**src/rtl/pwm_decoder.sv**
```systemverilog
// Measures high time and period of an asynchronous PWM input in prescaled ticks.
// Latency: valid pulses 4 clk after the closing rising edge is sampled; no backpressure, updates are fire-and-forget.
module pwm_decoder #(
    parameter int SLOW_CLOCK_BITS = 13,
    parameter int TIMEOUT_TICKS   = 512
) (
    input  logic       clk,
    input  logic       rst_n,
    input  logic       pwm_in,
    input  logic       en,
    output logic [7:0] duty_cycle,
    output logic [8:0] period,
    output logic       valid,
    output logic       signal_lost
);

    localparam int IDLE_W = $clog2(TIMEOUT_TICKS + 1);
    localparam logic [IDLE_W-1:0] IDLE_LAST = IDLE_W'(TIMEOUT_TICKS - 1);
    localparam logic [IDLE_W-1:0] IDLE_MAX  = IDLE_W'(TIMEOUT_TICKS);

    typedef enum logic [1:0] {
        IDLE,
        WAIT_RISE,
        HIGH,
        LOW
    } state_t;

    state_t state;
    state_t state_nxt;

    logic                       sync_1;
    logic                       sync_2;
    logic                       sync_3;
    logic                       rise_raw;
    logic                       fall_raw;
    logic                       rise_evt;
    logic                       fall_evt;
    logic                       edge_evt;
    logic [SLOW_CLOCK_BITS-1:0] presc;
    logic                       tick;
    logic                       timeout;
    logic                       latch;
    logic [7:0]                 high_cnt;
    logic [8:0]                 per_cnt;
    logic [IDLE_W-1:0]          idle_cnt;

    always_ff @(posedge clk or negedge rst_n) begin
        if (!rst_n) begin
            sync_1 <= 1'b0;
            sync_2 <= 1'b0;
            sync_3 <= 1'b0;
        end else begin
            sync_1 <= pwm_in;
            sync_2 <= sync_1;
            sync_3 <= sync_2;
        end
    end

    assign rise_raw = sync_2 & ~sync_3;
    assign fall_raw = ~sync_2 & sync_3;

    // Prescaler clears one cycle ahead of the registered edge, so a tick
    // lands on the last cycle of every full tick interval of the phase.
    always_ff @(posedge clk or negedge rst_n) begin
        if (!rst_n) begin
            rise_evt <= 1'b0;
            fall_evt <= 1'b0;
            presc    <= '0;
        end else begin
            rise_evt <= rise_raw;
            fall_evt <= fall_raw;
            if (rise_raw || fall_raw) begin
                presc <= '0;
            end else begin
                presc <= presc + 1'b1;
            end
        end
    end

    assign edge_evt = rise_evt | fall_evt;
    assign tick     = (&presc) & ~edge_evt;
    assign timeout  = en && (state != IDLE) && tick && (idle_cnt == IDLE_LAST);

    always_ff @(posedge clk or negedge rst_n) begin
        if (!rst_n) begin
            state <= IDLE;
        end else begin
            state <= state_nxt;
        end
    end

    always_comb begin
        state_nxt = state;
        latch     = 1'b0;
        if (!en) begin
            state_nxt = IDLE;
        end else begin
            case (state)
                IDLE: begin
                    state_nxt = WAIT_RISE;
                end
                WAIT_RISE: begin
                    if (rise_evt) begin
                        state_nxt = HIGH;
                    end
                end
                HIGH: begin
                    if (timeout) begin
                        state_nxt = WAIT_RISE;
                    end else if (fall_evt) begin
                        state_nxt = LOW;
                    end
                end
                LOW: begin
                    if (timeout) begin
                        state_nxt = WAIT_RISE;
                    end else if (rise_evt) begin
                        state_nxt = HIGH;
                        latch     = 1'b1;
                    end
                end
                default: begin
                    state_nxt = IDLE;
                end
            endcase
        end
    end

    always_ff @(posedge clk or negedge rst_n) begin
        if (!rst_n) begin
            high_cnt <= '0;
            per_cnt  <= '0;
            idle_cnt <= '0;
        end else if (!en || state == IDLE) begin
            high_cnt <= '0;
            per_cnt  <= '0;
            idle_cnt <= '0;
        end else begin
            if (edge_evt) begin
                idle_cnt <= '0;
            end else if (tick && idle_cnt != IDLE_MAX) begin
                idle_cnt <= idle_cnt + 1'b1;
            end

            if (timeout) begin
                high_cnt <= '0;
                per_cnt  <= '0;
            end else begin
                case (state)
                    WAIT_RISE: begin
                        if (rise_evt) begin
                            high_cnt <= '0;
                            per_cnt  <= '0;
                        end
                    end
                    HIGH: begin
                        if (tick) begin
                            if (high_cnt != 8'hFF) begin
                                high_cnt <= high_cnt + 8'd1;
                            end
                            if (per_cnt != 9'h1FF) begin
                                per_cnt <= per_cnt + 9'd1;
                            end
                        end
                    end
                    LOW: begin
                        if (rise_evt) begin
                            high_cnt <= '0;
                            per_cnt  <= '0;
                        end else if (tick && per_cnt != 9'h1FF) begin
                            per_cnt <= per_cnt + 9'd1;
                        end
                    end
                    default: begin
                    end
                endcase
            end
        end
    end

    // Outputs only move on a completed period or a timeout; en low freezes them.
    always_ff @(posedge clk or negedge rst_n) begin
        if (!rst_n) begin
            duty_cycle  <= '0;
            period      <= '0;
            valid       <= 1'b0;
            signal_lost <= 1'b1;
        end else begin
            valid <= latch;
            if (latch) begin
                duty_cycle  <= high_cnt;
                period      <= per_cnt;
                signal_lost <= 1'b0;
            end else if (timeout) begin
                signal_lost <= 1'b1;
            end
        end
    end

endmodule

```
**config.mk**
```make
export PLATFORM = sky130hd
export DESIGN_NAME = pwm_decoder
export DESIGN_NICKNAME = d
export VERILOG_FILES = /design/src/rtl/pwm_decoder.sv
export SDC_FILE = /design/constraint.sdc
export NUM_CORES = 1
export LEC_CHECK = 0
export BUFFER_PORTS_ARGS = -buffer_cell sky130_fd_sc_hd__buf_2
export CAP_MARGIN = 25
export CORE_MARGIN = 3
export CORE_UTILIZATION = 60
export CTS_BUF_LIST = sky130_fd_sc_hd__clkbuf_8
export CTS_CLUSTER_SIZE = 14
export DETAILED_ROUTE_END_ITERATION = 10
export GPL_TIMING_DRIVEN = 1
export PLACE_DENSITY = 0.79
export REMOVE_ABC_BUFFERS = 1
export SLEW_MARGIN = 20
export SYNTH_ARGS = -nofsm -noshare
export SYNTH_HDL_FRONTEND = slang
export SYNTH_SLANG_ARGS = --single-unit
```
**constraint.sdc**
```tcl
create_clock -name clk -period 3.1 [get_ports clk]
set_input_delay 0.31 -clock clk [delete_from_list [all_inputs] [get_ports clk]]
set_output_delay 0.31 -clock clk [all_outputs]
set_load 0.02 [all_outputs]
```
# == After elaboration in Yosys (flattened, before gate mapping) ==
# Cells that the tools add are included.
# W data, S select, Z words.
# totals
regBits,66
out_inout_bits,19
# op_classes
add_sub_neg,4
n_eq_ne,14
n_mux,30
n_bitwise,7
n_reduce_logical,18
# ops
op,count
$mux W9,7
$mux W8,5
$mux W10,3
$pmux W9 S3,1
$ne A4 B4 Y1 const B,5
$pmux W8 S2,1
$add A13 B1 Y13 const B,1
$mux W13,1
$reduce_and A13 Y1,1
$add A10 B1 Y10 const B,1
$eq A10 B9 Y1 const B,1
$mux W2,5
$ne A10 B10 Y1 const B,1
$add A9 B1 Y9 const B,1
$ne A9 B9 Y1 const B,1
$add A8 B1 Y8 const B,1
$ne A8 B8 Y1 const B,1
$pmux W2 S4,1
$mux W1,6
$logic_and A1 B1 Y1,5
$ne A5 B5 Y1 const B,1
$reduce_and A5 Y1,1
$reduce_bool A5 Y1,1
$eq A2 B2 Y1 const B,2
13 further kinds,19

# == Longest topological paths before layout ==
# Gate-level depths: netlist of the first run.
# logic_depth
word_depth,9
mapped_depth,10
depth_no_buf,9

# == Worst setup path after synthesis of the first run ==
# OpenSTA, ideal clock, no wires.
# synth_path
path_type,register -> register
start,register presc[0]
end,register idle_cnt[9]
setup_ns,0.066
t_arrival_ns,2.243
required_time_ns,3.034
slack_ns,0.791
path_stages_with_launch,7
n_path_buf,0
path_cell_list,dfrtp_1 -> ha_1 -> nand3_1 -> or4_4 -> or4_4 -> or4_1 -> nand2_1
# synth_via
elab_chain_len,4
# synth_lines
item,line_no,rtl
"start, declared",39,logic [SLOW_CLOCK_BITS-1:0] presc;
"start signal, assigned",75,presc <= presc + 1'b1;
$reduce_and A13 Y1,81,assign tick = (&presc) & ~edge_evt;
$and A1 B1 Y1,81,
$logic_and A1 B1 Y1,141,end else if (tick && idle_cnt != IDLE_MAX) begin
$reduce_bool A3 Y1 (no line),--,
"end signal, assigned",142,idle_cnt <= idle_cnt + 1'b1;
"end, declared",45,logic [IDLE_W-1:0] idle_cnt;
# Every way passes these cells.
# A chain may end at the register's enable or synchronous reset.

# == Final worst setup path of the first run ==
# layout_path
start,register presc[0]
end,register idle_cnt[7]
# Same word-level chain as after synthesis.

==> results.md, run 1 <==
- Routability Congestion: approximately 0.86
- CP Class: reg2reg
- Final setup TNS: 0 ns
- Cell Area, Synth: 3230 sq um
- Synth-to-layout area growth: 13.0%
- Routed WL: 6.34 mm
- Clk sinks: 66
- P_leak: 1.82 nW
- Ys async rst share: 100%
- Die area: 6310 sq um
- Reg clk slew, reported paths: around 0.080 ns
- Die W: 79.4 um
- First-pass GRT wire length: between 10 and 15 mm
- Io pins: 23
- Dominant cells by area after synthesis: dfrtp_1 50%, nand2_1 8.2%, ha_1 3.1%
- Power density over the cells: 479 nW/um^2
- Max-Cap Viols: 0
- Unrepaired setup endpoints after global routing: false
- HP Class: in2async
- Placed Cells: 427
- Least-Margin Pin Slew: roughly 0.73 ns
- Nets: 380
- Max-Slew Margin vs Limit: between 50% and 60%
- Vias per inst: between 5 and 6
- Required time of the worst setup path: roughly 3.4 ns
- Crit share post-route: 79.8%
- ANT cells: 0
- TritonCTS clock tree: built
- Maximum clock insertion buffer count: 2
- Share of layout cells above drive strength 1: between 10 and 15%
- Fill cells: 391
- Setup Buffers After CTS: 0
- Syn Area/Cell: 9.60 sq um
- Endpoints failing setup: 0
- Total power: 1.75 mW
- Fmax: 404 MHz
- Cell taking the most area after synthesis: dfrtp_1
- Post-synth EDFFs: 0
- Final Hold Vio Count: 0
- Worst skew pair latency: 0.33 ns
- Residual DRC: 0
- Antenna Violating Nets Remaining: 0
- Ys flop type: dfrtp_1
- CP arrival: 2.74 ns
- CP Capture Type: register
- Core area: 5170 sq um
- Initial antenna violation count: 0
- Top-area cell type share of the netlist area: between 50% and 60%
- Final cell count without fillers: 443
- Seq/Total Area, Yosys: 51.1%
- Number of global-route vias before repair: between 2000 and 2500
- Routed WL per cell: 14.3 um
- Status: finished clean
- Post-layout min period: 2.47 ns
- Rows: 26
- CP Max Fanout: 6
- Initial core utilization: a little over three fifths
- Overall Global Routing Usage: 22.5%
- Root Driver: clkbuf_8
- Clock skew: 0.00883 ns
- Gate count after technology mapping: 337
- Pin count of the biggest net entering global routing: 34
- Post_cts resized: 0
- IO buf count: 22
- Netlist cell types: 49
- Yosys reg bits: 66
- DP HPWL: 4.34 mm
- Die H: 79.4 um
- Max H-tree Level: 3
- YS warnings: 0
- Via count: 2583
- DR iter-0 viols: 219
- Peak VDD IR: 0.000425 V
- Slew Limit Fails: 0
- Grt total ovfl: 0
- Cts bufs inserted: 9
- Startpoint types: register
- DR pass1 iterations: 4
- Hold-fix buffers, CTS: 0
## layout make-up
| cell class | instances | area [sq um] | area share [%] |
|---|---|---|---|
| Inverter | 10 | 37.5 | 1.03 |
| Clock buffer | 10 | 138 | 3.77 |
| Timing Repair Buffer | 29 | 163 | 4.45 |
| Clock inverter | 6 | 80.1 | 2.19 |
| Sequential cell | 66 | 1650 | 45.2 |
| Tap cell | 70 | 87.6 | 2.40 |
| Multi-Input combinational cell | 252 | 1500 | 40.9 |
## synthesized netlist by cell type (3+ instances only)
library cell / n
a21oi_1: 13
o21ai_0: 10
nand3_1: 15
nor4_1: 4
a31oi_1: 4
xor2_1: 11
nor2_1: 21
clkbuf_1: 5
xnor2_1: 5
a221o_1: 6
o211ai_1: 6
nor2b_1: 5
nor3_1: 6
ha_1: 8
dfrtp_1: 65
and2_1: 12
inv_1: 9
nand2_1: 71
nand4_1: 9
buf_2: 3
nand2b_1: 3
and3_1: 11
## kinds of logic (layout without fill, tap and decap cells)
family / after synthesis / after routing / synth area share (%)
compound gates: 50 / 50 / 10.4
xor+xnor: 16 / 16 / 4.33
fa+ha+maj: 8 / 8 / 3.09
buf+inv: 19 / 55 / 2.63
flops: 66 / 66 / 51.1
mux: 2 / 2 / 0.658
simple gates: 176 / 176 / 27.7
## where the power goes
group	leakage [nW]	internal (mW)	switching, mW
Clock	0.116	0.469	0.323
Combinational	0.801	0.0234	0.0483
Sequential	0.905	0.873	0.0141
## routing by layer
metal	GRT usage, %	up-vias	part of all wire (%)
li1	-	1258	-
met1	31.2	1261	46
met2	35.6	55	49
met3	4.18	9	3.7
met4	8.08	0	1.3
met5	0	-	0
## sequential cells by signal, summed over array words and instances, names as in the netlist
name / count
high_cnt: 8
sync_1: 1
state: 2
fall_evt: 1
valid: 1
duty_cycle: 8
sync_2: 1
period: 9
rise_evt: 1
signal_lost: 1
presc: 13
per_cnt: 9
idle_cnt: 10
sync_3: 1
## through the flow
step | utilization (%) | setup slack, ns | instance area (sq um) | hold slack (ns)
final | 70.7 | 0.627 | 3650 | 0.0376
after floorplan | - | 0.791 | 3190 | 0.0144
after global placement | 66.4 | 0.704 | 3440 | 0.335
after detailed placement | 66.4 | 0.647 | 3440 | 0.337
after global routing | 70.7 | 0.483 | 3650 | 0.0815
after CTS | 70.7 | 0.631 | 3650 | 0.0615
## final timing paths
kind	startpoint	slack [ns]	cells after the start	end
worst min register to register	sync_1	0.35	0	sync_2
min in group clk	pwm_in	0.09	1	sync_1
worst max register to register	presc[0]	0.63	6	idle_cnt[7]
worst max-delay path	presc[0]	0.63	6	idle_cnt[7]
worst min-delay path	rst_n	0.04	1	presc[12]
max in group asynchronous	rst_n	2.33	2	rise_evt
## cell usage in the layout, fill, tap and decap left out, drive strengths merged, types with 2 or more instances in the layout
master,netlist,layout
a21oi,13,13
a221o,6,6
a22o,2,2
a31oi,4,4
a41oi,2,2
and2,12,12
and3,11,11
and3b,2,2
and4,2,2
buf,3,29
bufinv,0,2
clkbuf,6,10
clkinv,1,5
dfrtp,65,65
ha,8,8
inv,9,9
nand2,71,71
nand2b,3,3
nand3,16,16
nand4,9,9
nor2,21,21
nor2b,5,5
nor3,6,6
nor4,5,5
o211ai,6,6
o21ai,10,10
or2,2,2
or3,3,3
or4,4,4
xnor2,5,5
xor2,11,11
## critical path, stage by stage, from the launching register on
cell and delay [ns]:
dfrtp_1 0.39, ha_1 0.20, nand3_1 0.22, or4_4 0.58, or4_4 0.54, or4_1 0.41, nand2_1 0.08
Note: power is estimated with default switching activity, not from simulation.
==> inputs of run 2 (changes only) <==
Settings changed: ABC_AREA set to 1.
Clock period 3.1 ns to 2.45 ns, I/O delays scaled along.
==> run 2 against run 1 <==
Combinational power rose by 72%; via count rose by 5.9%; clock power rose by 23%; largest power group unchanged.
==> results.md, run 2 <==
- DR pass1 iterations: 5 (was 4)
- Max reg flops: 13 (unchanged)
- CP Class: reg2reg (unchanged)
- Seq/Total Area, Yosys: 48.7% (was 51.1%)
- Power density over the cells: 581 nW/um^2 (was 479 nW/um^2)
- Crit share post-route: 82.2% (was 79.8%)
- ANT cells: 0 (unchanged)
- Share of layout cells above drive strength 1: 15.2% (was 14.5%)
- Status: finished clean (unchanged)
- P_leak: 1.90 nW (was 1.82 nW)
- Biggest regs: presc x13, idle_cnt x10 (unchanged)
- Hold path depth: 1
- Vias per inst: 5.30 (was 5.83)
- Routed WL: 6.30 mm (was 6.34 mm)
- Slew Limit Fails: 0 (unchanged)
- Startpoint types: register (unchanged)
- Die H: 81.2 um (was 79.4 um)
- Commonest cells post-synth: 117 x nand2_1, 65 x dfrtp_1, 41 x nor2_1, 37 x nand3_1, 36 x inv_1 (was 71 x nand2_1, 65 x dfrtp_1, 21 x nor2_1, 15 x nand3_1, 13 x a21oi_1)
- Die area: 6600 sq um (was 6310 sq um)
- Rows: 26 (unchanged)
- Max-Cap Viols: 0 (unchanged)
- Sw frac: 23.2% (was 22.0%)
- Routability Congestion: 0.843 (was 0.863)
- Max H-tree Level: 3 (unchanged)
- Gate count after technology mapping: 410 (was 337)
- Initial core utilization: 64.1% (was 62.5%)
- Hold Path Origin: pwm_in
- Post-synth EDFFs: 0 (unchanged)
- Endpoints failing setup: 0 (unchanged)
- Number of global-route vias before repair: 2674 (was 2465)
- Ys async rst share: 100% (unchanged)
- Largest Register: presc (unchanged)
- Combinational share of power: 5.6% (was 4.1%)
- Clk sinks: 66 (unchanged)
- Maximum clock insertion buffer count: 2 (unchanged)
- Reg clk slew, reported paths: 0.07 ns (was 0.08 ns)
- Dominant cells by area after synthesis: dfrtp_1 48%, nand2_1 13%, nand3_1 5.5% (was dfrtp_1 50%, nand2_1 8.2%, ha_1 3.1%)
- R2r startpoint: per_cnt[0] (was presc[0])
- Nets: 453 (was 380)
- Cell Area, Synth: 3400 sq um (was 3230 sq um)
- Required time of the worst setup path: 2.72 ns (was 3.37 ns)
- Final Hold Vio Count: 0 (unchanged)
- Grt total ovfl: 0 (unchanged)
- Overall Global Routing Usage: 22.2% (was 22.5%)
- Final non-filler cell area: 3810 sq um (was 3650 sq um)
- Fill cells: 415 (was 391)
- Routed WL per cell: 12.2 um (was 14.3 um)
- Max-Slew Margin vs Limit: 54.4% (was 51.2%)
- Least-Margin Pin Slew: 0.683 ns (was 0.732 ns)
- Core area: 5300 sq um (was 5170 sq um)
- CP arrival: 2.29 ns (was 2.74 ns)
- Worst skew pair latency: 0.34 ns (was 0.33 ns)
- R2r setup slk: 0.44 ns (was 0.63 ns)
- Cell taking the most area after synthesis: dfrtp_1 (unchanged)
- Antenna Violating Nets Remaining: 0 (unchanged)
- IO buf count: 22 (unchanged)
- Clock skew: 0.0107 ns (was 0.00883 ns)
- Clock network power share: 43.8% (was 45.2%)
- Most common cell in the netlist: nand2_1 (unchanged)
- DR iter-0 viols: 160 (was 219)
- Flop pwr share: 50.6% (was 50.7%)
- Most frequent cells in the layout: 117 x nand2_1, 65 x dfrtp_1, 41 x nor2_1 (was 71 x nand2_1, 65 x dfrtp_1, 22 x buf_2)
- Via count: 2735 (was 2583)
- HP Class: in2reg (was in2async)
- Residual DRC: 0 (unchanged)
- Total power: 2.22 mW (was 1.75 mW)
- Pin count of the biggest net entering global routing: 38 (was 34)
- Yosys reg bits: 66 (unchanged)
- Worst r2r dst: per_cnt[1] (was idle_cnt[7])
- CP Max Fanout: 9 (was 6)
- First-pass GRT wire length: 11.4 mm (was 11.3 mm)
- YS warnings: 0 (unchanged)
- Placed cell areas: 3590 sq um (was 3440 sq um)
- Syn Area/Cell: 8.29 sq um (was 9.60 sq um)
- Unrepaired setup endpoints after global routing: false (unchanged)
- Post-layout min period: 2.01 ns (was 2.47 ns)
- CP Capture Type: register (unchanged)
- Min-Delay Endpoint: sync_1
- Most common cell after layout, fill and taps aside: nand2_1 (unchanged)
- Ys flop type: dfrtp_1 (unchanged)
- Root Driver: clkbuf_8 (unchanged)
- R2R cell count: 11 (was 6)
- Fmax: 496 MHz (was 404 MHz)
- Io pins: 23 (unchanged)
- DP HPWL: 4.44 mm (was 4.34 mm)
- Die W: 81.2 um (was 79.4 um)
- Netlist cell types: 34 (was 49)
- Pint: 1.70 mW (was 1.37 mW)
- Synth-to-layout area growth: 12.2% (was 13.0%)
- Peak VDD IR: 0.000486 V (was 0.000425 V)
- Psw: 514 uW (was 385 uW)
- TritonCTS clock tree: built (unchanged)
- Top-area cell type share of the netlist area: 47.9% (was 50.3%)
- Cts bufs inserted: 9 (unchanged)
- Final setup TNS: 0 ns (unchanged)
- Initial antenna violation count: 0 (unchanged)
run 2: logic make-up after synthesis:
family	share of synthesized area (%)
compound gates	6.70
buf+inv	5.49
fa+ha+maj	2.95
flops	48.7
simple gates	33.4
xor+xnor	2.84
run 2: cell type report:
| type | instances | area (sq um) | share of cell area [%] |
|---|---|---|---|
| flip-flops and latches | 66 | 1650 | 43.4 |
| multi-input cells | 298 | 1560 | 40.9 |
| inverters | 41 | 156 | 4.10 |
| repair buffers | 25 | 148 | 3.87 |
| clock buffers | 9 | 124 | 3.25 |
| well taps | 70 | 87.6 | 2.30 |
| clock inverters | 7 | 86.3 | 2.26 |
run 2: per-stage QoR:
stage	worst slack [ns]	utilization, %	cells	hold WS (ns)
floorplan	0.695	-	405	-0.0506
global placement	0.562	67.7	499	0.322
detailed placement	0.476	67.7	499	0.321
CTS	0.427	71.9	516	0.00582
global route	0.197	71.9	516	0.00819
finish	0.436	71.9	516	0.0112
run 2: metal layers:
| metal | routed length [um] | vias up | track usage, % |
|---|---|---|---|
| li1 | - | 1392 | - |
| met1 | 2870 | 1274 | 26.9 |
| met2 | 3100 | 59 | 39.0 |
| met3 | 259 | 10 | 3.66 |
| met4 | 71 | 0 | 9.46 |
| met5 | 0 | - | 0 |
run 2: worst max path at each step:
stage	startpoint	slack, ns	cells past startpoint	end
3_3_place_gp	per_cnt[0]	0.56	14	per_cnt[5]
4_1_cts	per_cnt[0]	0.43	11	per_cnt[1]
3_5_place_dp	per_cnt[0]	0.48	11	per_cnt[1]
6_report	per_cnt[0]	0.44	11	per_cnt[1]
2_1_floorplan	per_cnt[0]	0.70	11	per_cnt[5]
5_1_grt	per_cnt[0]	0.20	14	per_cnt[1]
run 2: what timing repair did:
action	CTS	global route
setup buffers	0	0
resized for setup	0	0
hold buffers	1	0
endpoints found under the hold margin	28	0
run 2: critical path, stage by stage, from the launching register on:
cell,delay (ns)
dfrtp_1,0.44
ha_1,0.21
nand2_1,0.05
nor2_1,0.16
nand3_1,0.13
nor3_1,0.16
ha_1,0.22
nand2_1,0.06
nand3b_1,0.20
nand3_4,0.17
nand2_1,0.07
nand2_1,0.06
run 2: power groups by stage:
stage | registers [mW] | clock network [mW] | logic, mW
finish | 1.12 | 0.971 | 0.123
detailed placement | 1.14 | 0 | 0.124
CTS | 1.12 | 0.986 | 0.125
global route | 1.13 | 1.04 | 0.142
global placement | 1.14 | 0 | 0.122
floorplan | 1.14 | 0 | 0.0730
==> inputs of run 3 (changes only) <==
Settings changed: ABC_AREA 1 to 0, CORE_UTILIZATION 60 to 56, PLACE_DENSITY 0.79 to 0.78.
Clock period 2.45 ns to 1.65 ns, I/O delays scaled along.
==> run 3 against run 2 <==
The run now ends with setup timing left; via count is 20% higher; maximum frequency is 8.6% lower; global-route usage is 9.5 points higher; sequential cell count stayed put; core utilization is 10 points higher; sequential power is 48% higher; die area is 1.9% higher; first-iteration DRC count is 94% higher; largest cell class is now multi-input gates.
==> results.md, run 3 (synthesized netlist as in run 1, its figures left out) <==
- Status: finished, violations left (was finished clean)
- Failing checks: setup timing
- ANT cells: 0 (unchanged)
- Initial antenna violation count: 0 (unchanged)
- First-pass GRT wire length: 15.7 mm (was 11.4 mm)
- Routed WL per cell: 18.8 um (was 12.2 um)
- Power density over the cells: 690 nW/um^2 (was 581 nW/um^2)
- Overall Global Routing Usage: 31.7% (was 22.2%)
- Max-Cap Viols: 0 (unchanged)
- Synth-to-layout area growth: 41.1% (was 12.2%)
- CP arrival: 2.49 ns (was 2.29 ns)
- Via count: 3292 (was 2735)
- Unrepaired setup endpoints after global routing: true (was false)
- TritonCTS clock tree: built (unchanged)
- Biggest regs: presc x13, idle_cnt x10 (unchanged)
- DR iter-0 viols: 310 (was 160)
- HP Class: in2reg (unchanged)
- R2R cell count: 6 (was 11)
- Routability Congestion: 0.848 (was 0.843)
- Post-place setup slack: -0.616 ns (was 0.476 ns)
- Endpoints failing setup: 33 (was 0)
- Maximum clock insertion buffer count: 2 (unchanged)
- Crit share post-route: 134% (was 82.2%)
- Hold path depth: 4 (was 1)
- Required time of the worst setup path: 1.93 ns (was 2.72 ns)
- P_leak: 2.33 nW (was 1.90 nW)
- Fmax: 454 MHz (was 496 MHz)
- IO buf count: 22 (unchanged)
- Max reg flops: 13 (unchanged)
- Die area: 6720 sq um (was 6600 sq um)
- Number of global-route vias before repair: 3179 (was 2674)
- Total power: 3.15 mW (was 2.22 mW)
- Largest Register: presc (unchanged)
- Nets: 468 (was 453)
- Residual DRC: 0 (unchanged)
- Initial core utilization: 58.4% (was 64.1%)
- Die H: 82.0 um (was 81.2 um)
- Cts bufs inserted: 9 (unchanged)
- Reg clk slew, reported paths: 0.07 ns (about the same)
- Post-layout min period: 2.20 ns (was 2.01 ns)
- Most frequent cells in the layout: 81 x buf_4, 67 x nand2_1, 65 x dfrtp_1 (was 117 x nand2_1, 65 x dfrtp_1, 41 x nor2_1)
- Routed WL: 10.0 mm (was 6.30 mm)
- Max-Slew Margin vs Limit: 60.3% (was 54.4%)
- Least-Margin Pin Slew: 0.589 ns (was 0.683 ns)
- Clk sinks: 66 (unchanged)
- Max H-tree Level: 3 (unchanged)
- Peak VDD IR: 0.000512 V (was 0.000486 V)
- Antenna Violating Nets Remaining: 0 (unchanged)
- Worst skew pair latency: 0.36 ns (was 0.34 ns)
- Root Driver: clkbuf_8 (unchanged)
- Startpoint types: register (unchanged)
- DP HPWL: 5.27 mm (was 4.44 mm)
- Most common cell after layout, fill and taps aside: buf_4 (was nand2_1)
- CP Capture Type: register (unchanged)
- Core area: 5540 sq um (was 5300 sq um)
- Clock skew: 0.0125 ns (was 0.0107 ns)
- DR pass1 iterations: 5 (unchanged)
- CP Max Fanout: 4 (was 9)
- Final Hold Vio Count: 0 (unchanged)
- Io pins: 23 (unchanged)
- Die W: 82.0 um (was 81.2 um)
- CP Class: reg2reg (unchanged)
- Slew Limit Fails: 0 (unchanged)
- Pin count of the biggest net entering global routing: 67 (was 38)
- Grt total ovfl: 0 (unchanged)
- Worst Slack Setup Final: -0.555 ns (was 0.436 ns)
- Share of layout cells above drive strength 1: 37.3% (was 15.2%)
- Worst hold slack: 0.280 ns (was 0.0112 ns)
- Rows: 27 (was 26)
- Final setup TNS: -11.74 ns (was 0 ns)
- Vias per inst: 6.18 (was 5.30)
[run 3: cell types whose count changed in the layout (fill, tap and decap cells not counted), sizes merged, moves of 6 or more]
cell / change
nor2: -29
inv: -30
buf: +90
o21ai: -16
and3: +11
nand3: -26
nand2: -55
and2: +12
a221o: +6
[run 3: routing by layer]
| metal | track usage [%] | share of wire [%] |
|---|---|---|
| met1 | 38.3 | 38 |
| met2 | 50.7 | 49 |
| met3 | 6.36 | 7.2 |
| met4 | 21.8 | 5.5 |
| met5 | 0 | 0 |
[run 3: cell type report]
class	instances	area [sq um]
clock buffer	11	151
clock inverter	5	23.8
tap	72	90.1
inverter	10	37.5
fill	299	976
multi-input combinational	253	1730
timing repair buffer	116	875
sequential	66	1650
[run 3: metrics by stage]
stage | cells | cell area [sq um] | util (%)
finish | 533 | 4560 | 82.4
floorplan | 328 | 3190 | -
CTS | 527 | 4480 | 80.8
detailed placement | 498 | 3970 | 71.7
global route | 533 | 4560 | 82.4
global placement | 498 | 3970 | 71.7
[run 3: critical path, cell delays in order, from the launching register on]
cell and delay (ns):
dfrtp_1 0.36, ha_2 0.19, nand3_2 0.09, or4_4 0.52
or4_4 0.46, or4_4 0.44, nand2_2 0.09
[run 3: final timing paths]
kind | from | end | slack [ns]
max in group asynchronous | rst_n | signal_lost | 0.97
setup / recovery | presc[1] | idle_cnt[7] | -0.55
hold / removal | en | state[1] | 0.28
hold reg to reg | sync_1 | sync_2 | 0.36
min in group asynchronous | rst_n | presc[4] | 0.35
setup reg to reg | presc[1] | idle_cnt[7] | -0.55
[run 3: timing repair]
item | in CTS | in global routing
buffers inserted | 10 | 7
gates cloned | 2 | 0
pin swaps | 24 | 17
endpoints found under the hold margin | 66 | 0
setup endpoints to repair | 27 | 33
hold buffers | 2 | 0
gates resized for setup | 55 | 12
[run 3: where the power goes]
part	internal, mW	switching, mW	total (mW)
combinational	0.114	0.149	0.263
sequential	1.64	0.0153	1.66
clock	0.609	0.622	1.23
total	2.36	0.787	3.15
